## src/rtl/video_timing_detect.sv

```systemverilog
// video_timing_detect
//   Measures active width/height and total line/frame size of the incoming
//   pixel-clock-domain video timing (after LVDS deserialization). It declares
//   lock after P_STABLE_FRAMES identical consistent frames. It drops lock on a
//   format change, an inconsistent frame or a vsync timeout.
// Ports
//   w_pixel_clk, i_rst_n (async, active-low)
//   i_video_vsync/hsync/de : raw sync inputs, active-high
//   o_h_active/o_v_active/o_h_total/o_v_total : geometry captured at lock entry
//   o_locked, o_lock_lost (1-cycle), o_frame_start (1-cycle), o_frame_cnt
module video_timing_detect #(
    parameter int P_STABLE_FRAMES  = 4,
    parameter int P_TIMEOUT_CYCLES = 'd7_425_000
) (
    input  logic        w_pixel_clk,
    input  logic        i_rst_n,
    input  logic        i_video_vsync,
    input  logic        i_video_hsync,
    input  logic        i_video_de,
    output logic [11:0] o_h_active,
    output logic [11:0] o_v_active,
    output logic [12:0] o_h_total,
    output logic [11:0] o_v_total,
    output logic        o_locked,
    output logic        o_lock_lost,
    output logic        o_frame_start,
    output logic [15:0] o_frame_cnt
);
    localparam int              WD_W     = $clog2(P_TIMEOUT_CYCLES + 1);
    localparam logic [WD_W-1:0] WD_END   = WD_W'(P_TIMEOUT_CYCLES);
    localparam logic [WD_W-1:0] WD_PRE   = WD_W'(P_TIMEOUT_CYCLES - 1);
    localparam logic [3:0]      STABLE_N = 4'(P_STABLE_FRAMES);

    typedef enum logic [1:0] {S_IDLE, S_MEASURE, S_LOCKED} state_t;

    function automatic logic [11:0] sat_inc12(input logic [11:0] v);
        return (v == 12'hFFF) ? v : v + 12'd1;
    endfunction

    function automatic logic [12:0] sat_inc13(input logic [12:0] v);
        return (v == 13'h1FFF) ? v : v + 13'd1;
    endfunction

    logic        vs_s1_q, vs_s2_q, hs_s1_q, hs_s2_q, de_s1_q, de_s2_q;
    logic        vs_rise, hs_rise, de_rise, de_fall;

    logic [12:0] pix_cnt_q, pix_cnt_d;
    logic        pix_vld_q, pix_vld_d;
    logic [11:0] de_cnt_q, de_cnt_d;
    logic        de_run_q, de_run_d;
    logic [11:0] line_cnt_q, line_cnt_d, act_cnt_q, act_cnt_d;
    logic [12:0] first_ln_q, first_ln_d;
    logic        first_ln_vld_q, first_ln_vld_d;
    logic [11:0] first_de_q, first_de_d;
    logic        first_de_vld_q, first_de_vld_d;
    logic        bad_q, bad_d;

    logic        ln_stb, de_stb, sat_now, frame_bad;
    logic [12:0] ln_len;

    state_t      state_q, state_d;
    logic [3:0]  stable_q, stable_d;
    logic [WD_W-1:0] wd_q, wd_d;
    logic [11:0] cand_hact_q, cand_hact_d, cand_vact_q, cand_vact_d;
    logic [12:0] cand_htot_q, cand_htot_d;
    logic [11:0] cand_vtot_q, cand_vtot_d;
    logic        cand_eq;

    logic [11:0] h_act_q, h_act_d, v_act_q, v_act_d, v_tot_q, v_tot_d;
    logic [12:0] h_tot_q, h_tot_d;
    logic        locked_q, locked_d, lost_q, lost_d, fstart_q, fstart_d;
    logic [15:0] fcnt_q, fcnt_d;

    assign vs_rise = vs_s1_q & ~vs_s2_q;
    assign hs_rise = hs_s1_q & ~hs_s2_q;
    assign de_rise = de_s1_q & ~de_s2_q;
    assign de_fall = ~de_s1_q & de_s2_q;

    // Line/frame measurement. On a vs rise the per-frame state restarts, and
    // edges of that same cycle are folded into the new frame.
    always_comb begin
        // The first hs rise after reset closes a partial line, so it is not latched.
        ln_stb    = hs_rise & pix_vld_q;
        ln_len    = sat_inc13(pix_cnt_q);
        de_stb    = de_fall & de_run_q;
        sat_now   = (pix_cnt_q == '1) | (de_cnt_q == '1) |
                    (line_cnt_q == '1) | (act_cnt_q == '1);
        frame_bad = bad_q | sat_now;

        pix_cnt_d = hs_rise ? 13'd0 : sat_inc13(pix_cnt_q);
        pix_vld_d = pix_vld_q | hs_rise;

        de_run_d = de_run_q;
        de_cnt_d = de_cnt_q;
        if (de_rise) begin
            de_run_d = 1'b1;
            de_cnt_d = 12'd1;
        end else if (de_fall) begin
            de_run_d = 1'b0;
        end else if (de_s1_q && de_run_q) begin
            de_cnt_d = sat_inc12(de_cnt_q);
        end

        line_cnt_d     = vs_rise ? 12'd0 : line_cnt_q;
        act_cnt_d      = vs_rise ? 12'd0 : act_cnt_q;
        first_ln_d     = vs_rise ? 13'd0 : first_ln_q;
        first_ln_vld_d = ~vs_rise & first_ln_vld_q;
        first_de_d     = vs_rise ? 12'd0 : first_de_q;
        first_de_vld_d = ~vs_rise & first_de_vld_q;
        bad_d          = ~vs_rise & frame_bad;

        if (hs_rise) line_cnt_d = sat_inc12(line_cnt_d);
        if (de_rise) act_cnt_d  = sat_inc12(act_cnt_d);

        if (ln_stb) begin
            if (!first_ln_vld_d) begin
                first_ln_d     = ln_len;
                first_ln_vld_d = 1'b1;
            end else if (ln_len != first_ln_d) begin
                bad_d = 1'b1;
            end
        end
        if (de_stb) begin
            if (!first_de_vld_d) begin
                first_de_d     = de_cnt_q;
                first_de_vld_d = 1'b1;
            end else if (de_cnt_q != first_de_d) begin
                bad_d = 1'b1;
            end
        end
    end

    // Lock FSM and watchdog. The candidate of the frame that just ended is the
    // current first-de / act / first-line / line counter set.
    always_comb begin
        state_d     = state_q;
        stable_d    = stable_q;
        wd_d        = (wd_q == WD_END) ? wd_q : wd_q + WD_W'(1);
        cand_hact_d = cand_hact_q;
        cand_vact_d = cand_vact_q;
        cand_htot_d = cand_htot_q;
        cand_vtot_d = cand_vtot_q;
        h_act_d     = h_act_q;
        v_act_d     = v_act_q;
        h_tot_d     = h_tot_q;
        v_tot_d     = v_tot_q;
        locked_d    = locked_q;
        lost_d      = 1'b0;
        fstart_d    = 1'b0;
        fcnt_d      = fcnt_q;

        cand_eq = (first_de_q == cand_hact_q) && (act_cnt_q == cand_vact_q) &&
                  (first_ln_q == cand_htot_q) && (line_cnt_q == cand_vtot_q);

        if (vs_rise) begin
            wd_d        = '0;
            cand_hact_d = first_de_q;
            cand_vact_d = act_cnt_q;
            cand_htot_d = first_ln_q;
            cand_vtot_d = line_cnt_q;
            case (state_q)
                S_IDLE: begin
                    state_d  = S_MEASURE;
                    stable_d = 4'd0;
                end
                S_MEASURE: begin
                    if (frame_bad)                 stable_d = 4'd0;
                    else if (P_STABLE_FRAMES == 1) stable_d = 4'd1;
                    else if (cand_eq)              stable_d = stable_q + 4'd1;
                    else                           stable_d = 4'd1;
                    if (stable_d == STABLE_N) begin
                        state_d  = S_LOCKED;
                        h_act_d  = first_de_q;
                        v_act_d  = act_cnt_q;
                        h_tot_d  = first_ln_q;
                        v_tot_d  = line_cnt_q;
                        locked_d = 1'b1;
                        fcnt_d   = 16'd0;
                    end
                end
                S_LOCKED: begin
                    if (!frame_bad && cand_eq) begin
                        fstart_d = 1'b1;
                        fcnt_d   = fcnt_q + 16'd1;
                    end else begin
                        state_d  = S_MEASURE;
                        stable_d = frame_bad ? 4'd0 : 4'd1;
                        locked_d = 1'b0;
                        lost_d   = 1'b1;
                    end
                end
                default: state_d = S_IDLE;
            endcase
        end else if (wd_q == WD_PRE) begin
            // Fires once on reaching the terminal count; the counter then holds.
            state_d  = S_IDLE;
            stable_d = 4'd0;
            locked_d = 1'b0;
            lost_d   = (state_q == S_LOCKED);
        end
    end

    always_ff @(posedge w_pixel_clk or negedge i_rst_n) begin
        if (!i_rst_n) begin
            vs_s1_q <= 1'b0; vs_s2_q <= 1'b0;
            hs_s1_q <= 1'b0; hs_s2_q <= 1'b0;
            de_s1_q <= 1'b0; de_s2_q <= 1'b0;
            pix_cnt_q <= '0; pix_vld_q <= 1'b0;
            de_cnt_q <= '0; de_run_q <= 1'b0;
            line_cnt_q <= '0; act_cnt_q <= '0;
            first_ln_q <= '0; first_ln_vld_q <= 1'b0;
            first_de_q <= '0; first_de_vld_q <= 1'b0;
            bad_q <= 1'b0;
            state_q <= S_IDLE; stable_q <= '0; wd_q <= '0;
            cand_hact_q <= '0; cand_vact_q <= '0;
            cand_htot_q <= '0; cand_vtot_q <= '0;
            h_act_q <= '0; v_act_q <= '0; h_tot_q <= '0; v_tot_q <= '0;
            locked_q <= 1'b0; lost_q <= 1'b0; fstart_q <= 1'b0; fcnt_q <= '0;
        end else begin
            vs_s1_q <= i_video_vsync; vs_s2_q <= vs_s1_q;
            hs_s1_q <= i_video_hsync; hs_s2_q <= hs_s1_q;
            de_s1_q <= i_video_de;    de_s2_q <= de_s1_q;
            pix_cnt_q <= pix_cnt_d; pix_vld_q <= pix_vld_d;
            de_cnt_q <= de_cnt_d; de_run_q <= de_run_d;
            line_cnt_q <= line_cnt_d; act_cnt_q <= act_cnt_d;
            first_ln_q <= first_ln_d; first_ln_vld_q <= first_ln_vld_d;
            first_de_q <= first_de_d; first_de_vld_q <= first_de_vld_d;
            bad_q <= bad_d;
            state_q <= state_d; stable_q <= stable_d; wd_q <= wd_d;
            cand_hact_q <= cand_hact_d; cand_vact_q <= cand_vact_d;
            cand_htot_q <= cand_htot_d; cand_vtot_q <= cand_vtot_d;
            h_act_q <= h_act_d; v_act_q <= v_act_d; h_tot_q <= h_tot_d; v_tot_q <= v_tot_d;
            locked_q <= locked_d; lost_q <= lost_d; fstart_q <= fstart_d; fcnt_q <= fcnt_d;
        end
    end

    assign o_h_active    = h_act_q;
    assign o_v_active    = v_act_q;
    assign o_h_total     = h_tot_q;
    assign o_v_total     = v_tot_q;
    assign o_locked      = locked_q;
    assign o_lock_lost   = lost_q;
    assign o_frame_start = fstart_q;
    assign o_frame_cnt   = fcnt_q;
endmodule
```

## config.mk

```make
export PLATFORM = sky130hd
export DESIGN_NAME = video_timing_detect
export DESIGN_NICKNAME = d
export VERILOG_FILES = /design/src/rtl/video_timing_detect.sv
export SDC_FILE = /design/constraint.sdc
export NUM_CORES = 1
export LEC_CHECK = 0
export ABC_AREA = 1
export BUFFER_PORTS_ARGS = -buffer_cell sky130_fd_sc_hd__buf_2
export CAP_MARGIN = 40
export CORE_UTILIZATION = 45
export DETAILED_ROUTE_END_ITERATION = 6
export GPL_TIMING_DRIVEN = 0
export HOLD_SLACK_MARGIN = 0.08
export MAX_ROUTING_LAYER = met4
export PLACE_DENSITY = 0.71
export SLEW_MARGIN = 15
export SYNTH_ARGS = -nofsm -noshare
export SYNTH_HDL_FRONTEND = slang
export SYNTH_SLANG_ARGS = --single-unit
```

## constraint.sdc

```tcl
create_clock -name w_pixel_clk -period 2.45 [get_ports w_pixel_clk]
set_input_delay 0.1225 -clock w_pixel_clk [delete_from_list [all_inputs] [get_ports w_pixel_clk]]
set_output_delay 0.1225 -clock w_pixel_clk [all_outputs]
set_load 0.02 [all_outputs]
```

==> metrics.txt <==
# TYPE chip_impl_metric gauge
chip_impl_info{name="run_status",value="finished with violations"} 1
chip_impl_info{name="failed_checks",value="negative setup slack"} 1
chip_impl_metric{name="number_of_global_route_vias_before_repair",unit=""} 9399
chip_impl_metric{name="cp_slowest_stage_delay",unit="ns"} 0.39
chip_impl_info{name="crit_path_end_kind",value="register"} 1
chip_impl_metric{name="synthesized_area_per_cell",unit="um^2"} 7.90
chip_impl_metric{name="groute.usage.overall",unit=""} 0.224
chip_impl_metric{name="synthesized_net_count",unit=""} 1482
chip_impl_metric{name="core",unit="mm^2"} 0.0252
chip_impl_metric{name="rows",unit=""} 58
chip_impl_metric{name="reported_net_switching_power",unit="mW"} 2.69
chip_impl_metric{name="synth_edf_count",unit=""} 0
chip_impl_metric{name="relSlewSlack",unit=""} 0.422
chip_impl_metric{name="postPlaceCellArea",unit="mm^2"} 0.0124
chip_impl_metric{name="postSynth.asyncResetShare",unit=""} 1.00
chip_impl_metric{name="wl",unit="um"} 28700
chip_impl_metric{name="htreeDepth",unit=""} 1
chip_impl_metric{name="setup_violations",unit=""} 2
chip_impl_metric{name="initial_utilization",unit=""} 0.458
chip_impl_metric{name="syn_area",unit="mm^2"} 0.0115
chip_impl_info{name="critical-path-top-delay-family",value="simple AND/OR/NAND/NOR gates"} 1
chip_impl_metric{name="core_occupancy_in_the_finished_layout",unit=""} 0.550
chip_impl_metric{name="grt_antenna_before_repair",unit=""} 0
chip_impl_info{name="ctsRootBufferMaster",value="sky130_fd_sc_hd__clkbuf_16"} 1
chip_impl_metric{name="cellLeakagePower",unit="nW"} 6.49
chip_impl_info{name="worstSetupPathType",value="reg -> reg"} 1
chip_impl_metric{name="critical_path.max_fanout",unit=""} 7
chip_impl_metric{name="fin_ws",unit="ns"} -0.0272
chip_impl_metric{name="share_clk_of_total_power",unit=""} 0.414
chip_impl_metric{name="fin_worst_skew",unit="ns"} 0.0145
chip_impl_info{name="crit_top_cell",value="sky130_fd_sc_hd__nand2_2"} 1
chip_impl_metric{name="max_capacitance_violation_count",unit=""} 0
chip_impl_info{name="critical_path.startpoint_type",value="register"} 1
chip_impl_metric{name="global_route.overflow_total",unit=""} 0
chip_impl_metric{name="register_to_register_setup_slack",unit="ns"} -0.03
chip_impl_metric{name="fin_area",unit="mm^2"} 0.0139
chip_impl_metric{name="antennaDiodeCount",unit=""} 0
chip_impl_info{name="critPathCapture",value="act_cnt_q[8]"} 1
chip_impl_metric{name="critPathBufInv",unit=""} 5
chip_impl_metric{name="intPower",unit="mW"} 6.95
chip_impl_metric{name="tritoncts_num_sinks",unit=""} 231
chip_impl_metric{name="drc_errors",unit=""} 0
chip_impl_metric{name="ys.warnings.count",unit=""} 0
chip_impl_metric{name="grt_start_max_net_pins",unit=""} 106
chip_impl_metric{name="syn_inst",unit=""} 1462
chip_impl_metric{name="timing_hold_violations_final",unit=""} 0
chip_impl_metric{name="post-place-ws",unit="ns"} -0.689
chip_impl_metric{name="vias_per_cell",unit=""} 5.19
chip_impl_metric{name="place.gp.congestion",unit=""} 0.870
chip_impl_metric{name="fillers",unit=""} 2261
chip_impl_metric{name="power_per_cell_area",unit="mW/mm^2"} 696
chip_impl_metric{name="worst_pin_slew",unit="ns"} 0.864
chip_impl_info{name="rsz_0062_raised_after_global_routing",value="true"} 1
chip_impl_metric{name="power.share.combinational",unit=""} 0.148
chip_impl_info{name="cts_tree",value="built"} 1
chip_impl_metric{name="vias",unit=""} 10100
chip_impl_metric{name="wire_per_inst",unit="um"} 14.7
chip_impl_metric{name="synth-seq-area-share",unit=""} 0.501
chip_impl_metric{name="clkSlewWorstSetupHoldPaths",unit="ns"} 0.05
chip_impl_metric{name="clock_tree_buffer_depth",unit=""} 3
chip_impl_metric{name="worst-r2r-cell-count",unit=""} 17
chip_impl_metric{name="worstPathRequired",unit="ns"} 2.84
chip_impl_metric{name="syn_to_final_growth",unit="%"} 20.0
chip_impl_metric{name="drive_gt1_frac",unit=""} 0.149
chip_impl_metric{name="whs",unit="ns"} 0.101
chip_impl_metric{name="power.share.switching",unit=""} 0.279
chip_impl_metric{name="first_iter_violations",unit=""} 747
chip_impl_metric{name="cp.depth",unit=""} 17
chip_impl_metric{name="finalCritPeriodShare",unit=""} 1.01
chip_impl_metric{name="vdd_drop_max",unit="mV"} 0.618
chip_impl_metric{name="total_of_flip_flops_plus_latches_after_synthesis",unit=""} 231
chip_impl_metric{name="worst_skew_pair.late_latency",unit="ns"} 0.54
chip_impl_metric{name="fin_total_pwr",unit="mW"} 9.65
chip_impl_metric{name="floorplan.die_area",unit="mm^2"} 0.0263
chip_impl_metric{name="fmaxAchievable",unit="GHz"} 0.404
chip_impl_info{name="min-delay-path-class",value="in -> async"} 1
chip_impl_metric{name="worst_ep_arrival_time",unit="ns"} 2.87
chip_impl_info{name="critical_path.cell_chain",value="nand2_2 > clkinv_4 > clkbuf_16 > buf_12 > nor2_4 > ha_4 > inv_4 > nor3_4 > nand2_2 > nor2_4 > nand3_2 > nor2_4 > nand2_2 > nand2_2 > buf_6 > nor2_1 > xor2_1"} 1
chip_impl_info{name="ys.flop_type",value="sky130_fd_sc_hd__dfrtp_1"} 1
chip_impl_metric{name="timing_max_transition_violations_final",unit=""} 0
chip_impl_metric{name="cts_buffers",unit=""} 27
chip_impl_metric{name="proportion_of_power_drawn_by_flip_flops_and_latches",unit=""} 0.438
chip_impl_metric{name="design.final.nets",unit=""} 1620
chip_impl_info{name="critical_path.reg2reg.endpoint",value="act_cnt_q[8]"} 1
chip_impl_metric{name="first_pass_iteration_count_of_the_detailed_router",unit=""} 5
chip_impl_metric{name="placedCellCount",unit=""} 1866
chip_impl_info{name="critPathSlowestCell",value="sky130_fd_sc_hd__dfrtp_1"} 1
chip_impl_metric{name="port-buffer-count",unit=""} 72
chip_impl_metric{name="synth_cell_types",unit=""} 46
chip_impl_metric{name="hpwl",unit="um"} 19800
chip_impl_metric{name="floorplan.io_pins",unit=""} 73
chip_impl_metric{name="floorplan.die.width",unit="um"} 162
chip_impl_metric{name="ant_nets",unit=""} 0
chip_impl_metric{name="min_period",unit="ns"} 2.48
chip_impl_info{name="regToRegStartpoint",value="vs_s1_q"} 1
chip_impl_metric{name="tns",unit="ns"} -0.0425
chip_impl_metric{name="post_layout_nonfiller_instances",unit=""} 1950
chip_impl_metric{name="dieHeight",unit="um"} 162
chip_impl_info{name="critical_path.startpoint",value="vs_s1_q"} 1
chip_impl_metric{name="grt_first_pass_wirelength",unit="um"} 46000
[synth_stat cells (2+ instances only)]
master,count,area share
sky130_fd_sc_hd__ha_1,15,0.016
sky130_fd_sc_hd__o21ai_0,104,0.045
sky130_fd_sc_hd__nor3_2,2,0.0017
sky130_fd_sc_hd__clkinv_1,2,0.00065
sky130_fd_sc_hd__o22ai_1,3,0.0016
sky130_fd_sc_hd__nor2_1,158,0.051
sky130_fd_sc_hd__buf_1,4,0.0013
sky130_fd_sc_hd__o32ai_1,3,0.0023
sky130_fd_sc_hd__dfrtp_1,231,0.50
sky130_fd_sc_hd__o21ai_1,58,0.025
sky130_fd_sc_hd__inv_2,12,0.0039
sky130_fd_sc_hd__o31ai_1,2,0.0013
sky130_fd_sc_hd__nor2_2,4,0.0022
sky130_fd_sc_hd__nor4_1,10,0.0054
sky130_fd_sc_hd__nand2_1,409,0.13
sky130_fd_sc_hd__or2_2,7,0.0038
sky130_fd_sc_hd__inv_1,161,0.052
sky130_fd_sc_hd__nor3_1,36,0.016
sky130_fd_sc_hd__nand4_1,16,0.0087
sky130_fd_sc_hd__xor2_1,39,0.030
sky130_fd_sc_hd__buf_6,5,0.0049
sky130_fd_sc_hd__clkbuf_1,21,0.0068
sky130_fd_sc_hd__nand3_1,60,0.026
sky130_fd_sc_hd__buf_2,9,0.0039
sky130_fd_sc_hd__nor3b_1,2,0.0013
sky130_fd_sc_hd__nand2_2,2,0.0011
sky130_fd_sc_hd__xnor2_1,30,0.023
sky130_fd_sc_hd__a21oi_1,39,0.017
[what timing repair did]
action / 4_1_cts / 5_1_grt
gates cloned: 0 / 1
resized for setup: 28 / 57
hold buffers: 4 / 0
setup endpoints to repair: 102 / 95
hold endpoints to repair: 234 / 0
buffers inserted: 4 / 28
pin swaps: 5 / 14
[registers in the layout (all words and copies together), names as in the netlist, 2 cells and up]
name,flops
o_h_active,12
line_cnt_q,12
first_ln_q,13
cand_hact_q,12
wd_q,23
o_v_active,12
o_v_total,12
stable_q,4
de_cnt_q,12
o_frame_cnt,16
cand_vtot_q,12
first_de_q,12
state_q,2
act_cnt_q,12
cand_htot_q,13
cand_vact_q,12
o_h_total,13
pix_cnt_q,13
[worst min-delay path by stage]
stage / from / to / depth (start not counted)
2_1_floorplan: i_rst_n / act_cnt_q[0] / 0
3_3_place_gp: i_video_de / de_s1_q / 1
3_5_place_dp: i_rst_n / o_frame_cnt[5] / 1
4_1_cts: i_rst_n / o_frame_cnt[0] / 2
5_1_grt: i_rst_n / o_frame_cnt[2] / 2
6_report: i_rst_n / o_frame_cnt[5] / 2
[layer usage]
| layer | vias to the layer above | routed length (um) | track usage |
|---|---|---|---|
| met1 | 4814 | 13200 | 0.301 |
| li1 | 4952 | - | - |
| met2 | 281 | 13000 | 0.348 |
| met5 | - | 0 | - |
| met4 | 0 | 923 | 0.0733 |
| met3 | 69 | 1600 | 0.0312 |
[kinds of logic after synthesis]
logic type / Yosys count / share of synthesized area
mux: 1 / 0.000975
flops: 231 / 0.501
buf+inv: 215 / 0.0745
fa+ha+maj: 15 / 0.0163
simple gates: 713 / 0.256
xor+xnor: 69 / 0.0523
compound gates: 218 / 0.0992
[power by group through the flow]
stage / sequential [mW] / combinational, mW / clock, mW
2_1_floorplan: 4.24 / 0.864 / 0
3_3_place_gp: 4.27 / 1.19 / 0
4_1_cts: 4.22 / 1.28 / 4.07
6_report: 4.22 / 1.43 / 3.99
5_1_grt: 4.25 / 1.61 / 4.24
3_5_place_dp: 4.28 / 1.24 / 0
[final cells by class]
type,instances,area [um^2],share of cell area
inverters,175,664,0.0480
clock buffers,38,767,0.0554
well taps,330,413,0.0298
repair buffers,111,742,0.0536
multi-input cells,1016,5090,0.368
flip-flops and latches,231,5780,0.418
plain buffers,38,267,0.0192
clock inverters,11,120,0.00867
[cell usage in the layout, fill, tap and decap left out, types with 3 or more instances in the layout]
cell type,count
sky130_fd_sc_hd__clkinv_2,4
sky130_fd_sc_hd__xor2_1,39
sky130_fd_sc_hd__dfrtp_2,3
sky130_fd_sc_hd__clkbuf_16,29
sky130_fd_sc_hd__nand2_2,9
sky130_fd_sc_hd__nor3_2,4
sky130_fd_sc_hd__or2_2,7
sky130_fd_sc_hd__ha_1,13
sky130_fd_sc_hd__nand3_2,7
sky130_fd_sc_hd__o21ai_1,59
sky130_fd_sc_hd__nand3_1,53
sky130_fd_sc_hd__o21ai_0,103
sky130_fd_sc_hd__clkbuf_8,5
sky130_fd_sc_hd__nor2_4,9
sky130_fd_sc_hd__clkbuf_4,3
sky130_fd_sc_hd__inv_2,12
sky130_fd_sc_hd__dfrtp_1,228
sky130_fd_sc_hd__nand2_1,402
sky130_fd_sc_hd__dlygate4sd3_1,4
sky130_fd_sc_hd__xnor2_1,29
sky130_fd_sc_hd__nor2_1,148
sky130_fd_sc_hd__clkbuf_1,20
sky130_fd_sc_hd__o32ai_1,3
sky130_fd_sc_hd__nor4_1,10
sky130_fd_sc_hd__nor3_1,32
sky130_fd_sc_hd__buf_2,78
sky130_fd_sc_hd__o22ai_1,3
sky130_fd_sc_hd__buf_4,31
sky130_fd_sc_hd__inv_1,159
sky130_fd_sc_hd__nor2_2,6
sky130_fd_sc_hd__nand4_1,16
sky130_fd_sc_hd__a21oi_1,39
sky130_fd_sc_hd__clkinvlp_4,3
sky130_fd_sc_hd__buf_6,9
Power figures use the tool's default switching activity.
